==> src/rtl/event_pkt_pkg.sv <==
// Shared event codes, packet field layout and packet builder for the event packetizer.
package event_pkt_pkg;

    typedef enum logic [1:0] {
        NONE    = 2'b00,
        CLASS_A = 2'b01,
        CLASS_B = 2'b10,
        TIMEOUT = 2'b11
    } event_code_e;

    localparam int PKT_W    = 8;
    localparam int CODE_W   = 2;
    localparam int SEQ_W    = 3;
    localparam int UNIT_W   = 3;
    localparam int CODE_LSB = 6;
    localparam int SEQ_LSB  = 3;
    localparam int UNIT_LSB = 0;

    function automatic logic [PKT_W-1:0] make_pkt(
        input logic [CODE_W-1:0] code,
        input logic [SEQ_W-1:0]  seq,
        input logic [UNIT_W-1:0] unit
    );
        logic [PKT_W-1:0] p;
        p = '0;
        p[CODE_LSB +: CODE_W] = code;
        p[SEQ_LSB +: SEQ_W]   = seq;
        p[UNIT_LSB +: UNIT_W] = unit;
        return p;
    endfunction

endpackage

==> src/rtl/pkt_fifo.sv <==
// Packet FIFO with registered head-of-queue output; a push into an empty (or
// draining-to-empty) queue is forwarded so it appears on the very next edge.
module pkt_fifo #(
    parameter int WIDTH = 8,
    parameter int DEPTH = 8
) (
    input  logic             clk,
    input  logic             rst,
    input  logic             push,
    input  logic [WIDTH-1:0] push_data,
    input  logic             pop,
    output logic [WIDTH-1:0] data,
    output logic             valid,
    output logic             full,
    output logic             empty
);

    localparam int AW = $clog2(DEPTH);

    logic [WIDTH-1:0] mem [DEPTH];
    logic [AW-1:0]    wr_ptr_reg, wr_ptr_next;
    logic [AW-1:0]    rd_ptr_reg, rd_ptr_next;
    logic [AW:0]      count_reg, count_next;
    logic [WIDTH-1:0] data_reg, data_next;
    logic             valid_reg;
    logic             do_push, do_pop;

    assign empty   = (count_reg == '0);
    assign full    = (count_reg == (AW+1)'(DEPTH));
    assign do_pop  = pop & ~empty;
    assign do_push = push & (~full | do_pop);

    always_comb begin
        rd_ptr_next = rd_ptr_reg + AW'(do_pop);
        wr_ptr_next = wr_ptr_reg + AW'(do_push);
        count_next  = count_reg + (AW+1)'(do_push) - (AW+1)'(do_pop);
        data_next   = '0;
        if (count_next != '0) begin
            // The slot being written this edge is the new head only when the queue was
            // empty or holds a single entry that is popping.
            if (do_push && (wr_ptr_reg == rd_ptr_next)) begin
                data_next = push_data;
            end else begin
                data_next = mem[rd_ptr_next];
            end
        end
    end

    always_ff @(posedge clk) begin
        if (do_push) begin
            mem[wr_ptr_reg] <= push_data;
        end
    end

    always_ff @(posedge clk or posedge rst) begin
        if (rst) begin
            wr_ptr_reg <= '0;
            rd_ptr_reg <= '0;
            count_reg  <= '0;
            data_reg   <= '0;
            valid_reg  <= 1'b0;
        end else begin
            wr_ptr_reg <= wr_ptr_next;
            rd_ptr_reg <= rd_ptr_next;
            count_reg  <= count_next;
            data_reg   <= data_next;
            valid_reg  <= (count_next != '0);
        end
    end

    assign data  = data_reg;
    assign valid = valid_reg;

endmodule

==> src/rtl/event_packetizer.sv <==
// Collects per-unit event codes, arbitrates round-robin and emits {code,seq,unit} packets.
// Define EVENT_PACKETIZER_DROP_CNT_EN to add the saturating drop_count output.
module event_packetizer
    import event_pkt_pkg::*;
#(
    parameter int NUM_UNITS  = 8,
    parameter int FIFO_DEPTH = 8
) (
    input  logic                   clk,
    input  logic                   rst,
    input  logic [2*NUM_UNITS-1:0] event_in_array,
    input  logic                   pkt_ready,
    output logic [7:0]             pkt_data,
    output logic                   pkt_valid,
    output logic                   overflow
`ifdef EVENT_PACKETIZER_DROP_CNT_EN
    ,
    output logic [15:0]            drop_count
`endif
);

    logic [NUM_UNITS-1:0]   pending_reg, pending_next;
    logic [NUM_UNITS-1:0]   loss;
    logic [2*NUM_UNITS-1:0] code_reg, code_next;
    logic [UNIT_W-1:0]      rr_ptr_reg;
    logic [UNIT_W-1:0]      grant_idx;
    logic                   grant_valid;
    logic [UNIT_W:0]        search_idx;
    logic [SEQ_W-1:0]       seq_reg;
    logic                   overflow_reg;
    logic                   fifo_full, fifo_empty;
    logic                   pop, can_grant;
    logic [PKT_W-1:0]       grant_pkt;

    assign pop       = pkt_ready & ~fifo_empty;
    assign can_grant = ~fifo_full | pop;

    // Round-robin search starting at the unit after the last grant.
    always_comb begin
        grant_valid = 1'b0;
        grant_idx   = '0;
        search_idx  = '0;
        for (int i = 0; i < NUM_UNITS; i++) begin
            search_idx = {1'b0, rr_ptr_reg} + (UNIT_W+1)'(i);
            if (search_idx >= (UNIT_W+1)'(NUM_UNITS)) begin
                search_idx = search_idx - (UNIT_W+1)'(NUM_UNITS);
            end
            if (can_grant && !grant_valid && pending_reg[search_idx[UNIT_W-1:0]]) begin
                grant_valid = 1'b1;
                grant_idx   = search_idx[UNIT_W-1:0];
            end
        end
    end

    assign grant_pkt = make_pkt(code_reg[{grant_idx, 1'b0} +: CODE_W], seq_reg, grant_idx);

    // A fresh code always wins; it only counts as a loss if it displaces one that
    // was not leaving on this same edge.
    genvar gi;
    generate
        for (gi = 0; gi < NUM_UNITS; gi++) begin : g_unit
            logic [1:0] ev;
            logic       granted;
            assign ev      = event_in_array[2*gi +: 2];
            assign granted = grant_valid && (grant_idx == UNIT_W'(gi));
            assign loss[gi]         = (ev != NONE) && pending_reg[gi] && !granted;
            assign pending_next[gi] = (ev != NONE) || (pending_reg[gi] && !granted);
            assign code_next[2*gi +: 2] = (ev != NONE) ? ev : code_reg[2*gi +: 2];
        end
    endgenerate

    always_ff @(posedge clk or posedge rst) begin
        if (rst) begin
            pending_reg  <= '0;
            code_reg     <= '0;
            rr_ptr_reg   <= '0;
            seq_reg      <= '0;
            overflow_reg <= 1'b0;
        end else begin
            pending_reg  <= pending_next;
            code_reg     <= code_next;
            overflow_reg <= overflow_reg | (|loss);
            if (grant_valid) begin
                seq_reg    <= seq_reg + SEQ_W'(1);
                rr_ptr_reg <= (grant_idx == UNIT_W'(NUM_UNITS-1)) ? '0 : grant_idx + UNIT_W'(1);
            end
        end
    end

    assign overflow = overflow_reg;

`ifdef EVENT_PACKETIZER_DROP_CNT_EN
    logic [UNIT_W:0] loss_cnt;
    logic [16:0]     drop_sum;
    logic [15:0]     drop_count_reg;

    always_comb begin
        loss_cnt = '0;
        for (int i = 0; i < NUM_UNITS; i++) begin
            loss_cnt = loss_cnt + (UNIT_W+1)'(loss[i]);
        end
        drop_sum = {1'b0, drop_count_reg} + 17'(loss_cnt);
    end

    always_ff @(posedge clk or posedge rst) begin
        if (rst) begin
            drop_count_reg <= '0;
        end else begin
            drop_count_reg <= drop_sum[16] ? 16'hFFFF : drop_sum[15:0];
        end
    end

    assign drop_count = drop_count_reg;
`endif

    pkt_fifo #(
        .WIDTH(PKT_W),
        .DEPTH(FIFO_DEPTH)
    ) u_fifo (
        .clk      (clk),
        .rst      (rst),
        .push     (grant_valid),
        .push_data(grant_pkt),
        .pop      (pop),
        .data     (pkt_data),
        .valid    (pkt_valid),
        .full     (fifo_full),
        .empty    (fifo_empty)
    );

endmodule

==> config.mk <==
export PLATFORM = sky130hd
export DESIGN_NAME = event_packetizer
export DESIGN_NICKNAME = d
export VERILOG_FILES = /design/src/rtl/event_pkt_pkg.sv /design/src/rtl/pkt_fifo.sv /design/src/rtl/event_packetizer.sv
export SDC_FILE = /design/constraint.sdc
export NUM_CORES = 1
export LEC_CHECK = 0
export CAP_MARGIN = 20
export CORE_UTILIZATION = 50
export CTS_BUF_LIST = sky130_fd_sc_hd__clkbuf_8
export CTS_CLUSTER_SIZE = 40
export DETAILED_ROUTE_END_ITERATION = 7
export PLACE_DENSITY_LB_ADDON = 0.25
export SETUP_SLACK_MARGIN = 0.2
export SYNTH_ARGS = -nofsm -noshare
export SYNTH_HDL_FRONTEND = slang
export SYNTH_SLANG_ARGS = --single-unit
==> constraint.sdc <==
create_clock -name clk -period 8.8 [get_ports clk]
set_clock_uncertainty 0.05 [all_clocks]
set_input_delay 1.32 -clock clk [delete_from_list [all_inputs] [get_ports clk]]
set_output_delay 1.32 -clock clk [all_outputs]
set_load 0.01 [all_outputs]
==> metrics <==
Post-synth EDFFs 64; YS warnings 0; worst hold-check path type flip-flop to flip-flop; grt ovf 0; largest net degree at the start of global routing 51; clock latency at the later pin of the worst-skew pair 420 ps; Total Wirelength roughly 12000 um; number of global-route vias before repair between 3000 and 4000; die area 0.0120 mm^2; H-tree depth 4; drc violations 0; WP data required 9020 ps; initial antenna violation count 0; slew margin rel. 38.1%; Compound-Gate Fraction of Synth Area 11.7%; mux cell area share after synthesis 14.4%; r2r startpoint rr_ptr_reg[0]; post-DR wirelength/cell between 15 and 20 um; crit-path most repeated cell ha_1; Crit Path Max Fanout 17; slowest cell on the critical path dfrtp_1; flops & latches, synth 114; cts bufs inserted 17; Min Hold Slack between 400 and 500 ps; Die Y 110 um; gr usage total 21.9%; unrepaired setup endpoints after global routing no; FF-to-FF setup slack 3540 ps; 1st-iter DRT viols 210; Longest Clk Path Bufs 2; FMAX 190 MHz; layout cell share with drive strength beyond 1 18.2%; setup violators final 0; Static Leak around 2.6 nW; arrival time at the worst endpoint roughly 5500 ps; Root Driver clkbuf_8; sequence of cells on the critical path inv_1 -> ha_1 -> mux4_2 -> or2_0 -> a32o_1 -> a21o_1 -> or3_4 -> a211oi_2 -> o32ai_4 -> inv_2 -> ha_1 -> ha_1 -> a21boi_1 -> nor2b_1 -> a211o_1 -> nor3_1 -> o2111ai_1; sequential-to-total area share from yosys stat 54.8%; area grow syn2layout 14.2%; Post-synth top flop edfxtp_1; maximum VDD drop 0.209 mV; Post-Place Cells 596; starting density of the core 52.3%; first-pass GRT wire length 19000 um; setup_tns 0 ps; Syn Std Cell Area 0.00579 mm^2; Hold Crit Depth 1; std cell rows 38; Clock transition at path regs about 70 ps; Crit Path Class flip-flop to flip-flop; Setup crit end kind flip-flop; gr busiest metal met2; clk sinks 114; xor/xnor share of the synthesized area 1.81%; Final ANT Viol Nets 0; Worst setup SP type flip-flop; MaxCap Viol Count 0; met1 usage 30.0%; area of the core 0.0111 mm^2; CTS tree yes; Distinct cells, synth 68; post-synthesis adder-cell area fraction 4.45%; Util after Layout 59.7%; ys async rst share 43.9%; post-CTS setup buffers 0; gpl congestion 0.834; hold_sp code_reg[12]; Tot Pwr 2.59 mW; Reg-to-Reg End overflow; sw frac roughly two fifths; Syn Area/Cell 13.2 um^2; R2R cell count 17; max incr delay on CP roughly 760 ps; Avg Vias per Cell 5.91; PortBufs 28; # nets final 515; sequential share of power 35.1%; simple-gate share of the synthesized area 8.36%; min Tclk post-route 5260 ps; Final Hold Viols 0; via count 3717; max reg flops 64; clock share of power 17.2%; # hold bufs at CTS 0; met3 Track Usage GR 4.74%; largest family of logic cells by synthesized area multiplexers; HPWL after detailed placement 8250 um; Syn Nets 477; Syn Inst Count 438; Internal Power 1.57 mW; Final Max Slew Viols 0; fin cells around 630; combinational power share 47.7%; Pre-antenna DRT Iters 5; Die X about 110 um; Hold EP code_reg[12]; Net Sw Power 1.02 mW; run status finished clean; cell area power density 391 mW/mm^2; I/O pins 29; Antenna Cells 0; met2 usage between 30% and 40%; final worst path period share 59.8%; Tightest Pin Transition 922 ps; post-cts sizing count 0
==> placed cells by master, fill, tap and decap left out, types with 10 or more instances in the layout <==
| cell | count |
|---|---|
| clkbuf_8 | 19 |
| clkdlybuf4s50_1 | 28 |
| mux2i_1 | 21 |
| nor2_1 | 18 |
| mux4_2 | 23 |
| inv_1 | 37 |
| nand2_1 | 19 |
| ha_1 | 19 |
| o21ai_0 | 23 |
| dfrtp_1 | 50 |
| a21o_1 | 10 |
| edfxtp_1 | 64 |
==> final cells by class <==
class	instances	area (um^2)
fill	891	4460
inverter	39	146
sequential	114	3170
multi-input combinational	265	2380
clock inverter	13	110
tap	140	175
clock buffer	19	262
timing repair buffer	39	373
==> worst max path at each step <==
stage | start | end | slack (ps)
detailed placement | rr_ptr_reg[0] | overflow | 3550
finish | rr_ptr_reg[0] | overflow | 3540
global placement | pkt_ready | u_fifo.mem[2][6] | 3550
floorplan | pkt_ready | u_fifo.data[6] | 4030
CTS | rr_ptr_reg[0] | overflow | 3530
global route | rr_ptr_reg[0] | overflow | 3230
==> synth_stat cells (4+ instances only) <==
library cell	number	area [um^2]
nand2_1	19	71.3
dfrtp_1	50	1250
nor2_1	18	67.6
a21oi_1	9	45.0
clkbuf_1	8	30.0
mux2_2	5	56.3
a31oi_1	5	31.3
inv_1	36	135
nand3_1	8	40.0
edfxtp_1	64	1920
mux2i_1	21	210
nor3_1	4	20.0
buf_2	6	30.0
xor2_1	5	43.8
a211o_1	5	43.8
a21o_1	10	75.1
mux4_2	23	518
nand2b_1	5	31.3
nor2b_1	6	37.5
a211oi_1	9	67.6
ha_1	19	238
xnor2_1	7	61.3
o21ai_0	23	115
==> power groups by stage <==
stage	Combinational (mW)	Clock, mW	Sequential (mW)
final	1.24	0.446	0.908
after global routing	1.36	0.480	0.928
after CTS	1.24	0.458	0.909
after detailed placement	1.23	0	0.918
after global placement	1.22	0	0.909
after floorplan	0.964	0	0.861
==> cell families after synthesis <==
group / after synthesis
flops: 114
compound gates: 92
simple gates: 88
buf+inv: 59
mux: 53
fa+ha+maj: 20
xor+xnor: 12
==> metal layers <==
metal / share of wire, % / routed length, um / vias to the layer above
met5: 0 / 0 / -
met4: 1.5 / 176 / 0
met3: 5.4 / 640 / 16
met2: 48 / 5640 / 121
met1: 45 / 5350 / 1851
li1: - / - / 1729
==> critical path, delay by kind of cell (launching register included) <==
| family | cells | cell delay (ps) |
|---|---|---|
| AO/OA/AOI/OAI | 7 | 1410 |
| adder cells (fa/ha/maj) | 3 | 1010 |
| buffers and inverters | 2 | 430 |
| flip-flops | 1 | 760 |
| multiplexers | 1 | 580 |
| AND/OR/NAND/NOR | 4 | 870 |
==> stage by stage <==
step                setup WS (ps)  cell area, um^2
floorplan                    4030             5790
global placement             3550             6210
detailed placement           3550             6230
CTS                          3530             6600
global route                 3230             6620
finish                       3540             6620
Power figures use the tool's default switching activity.
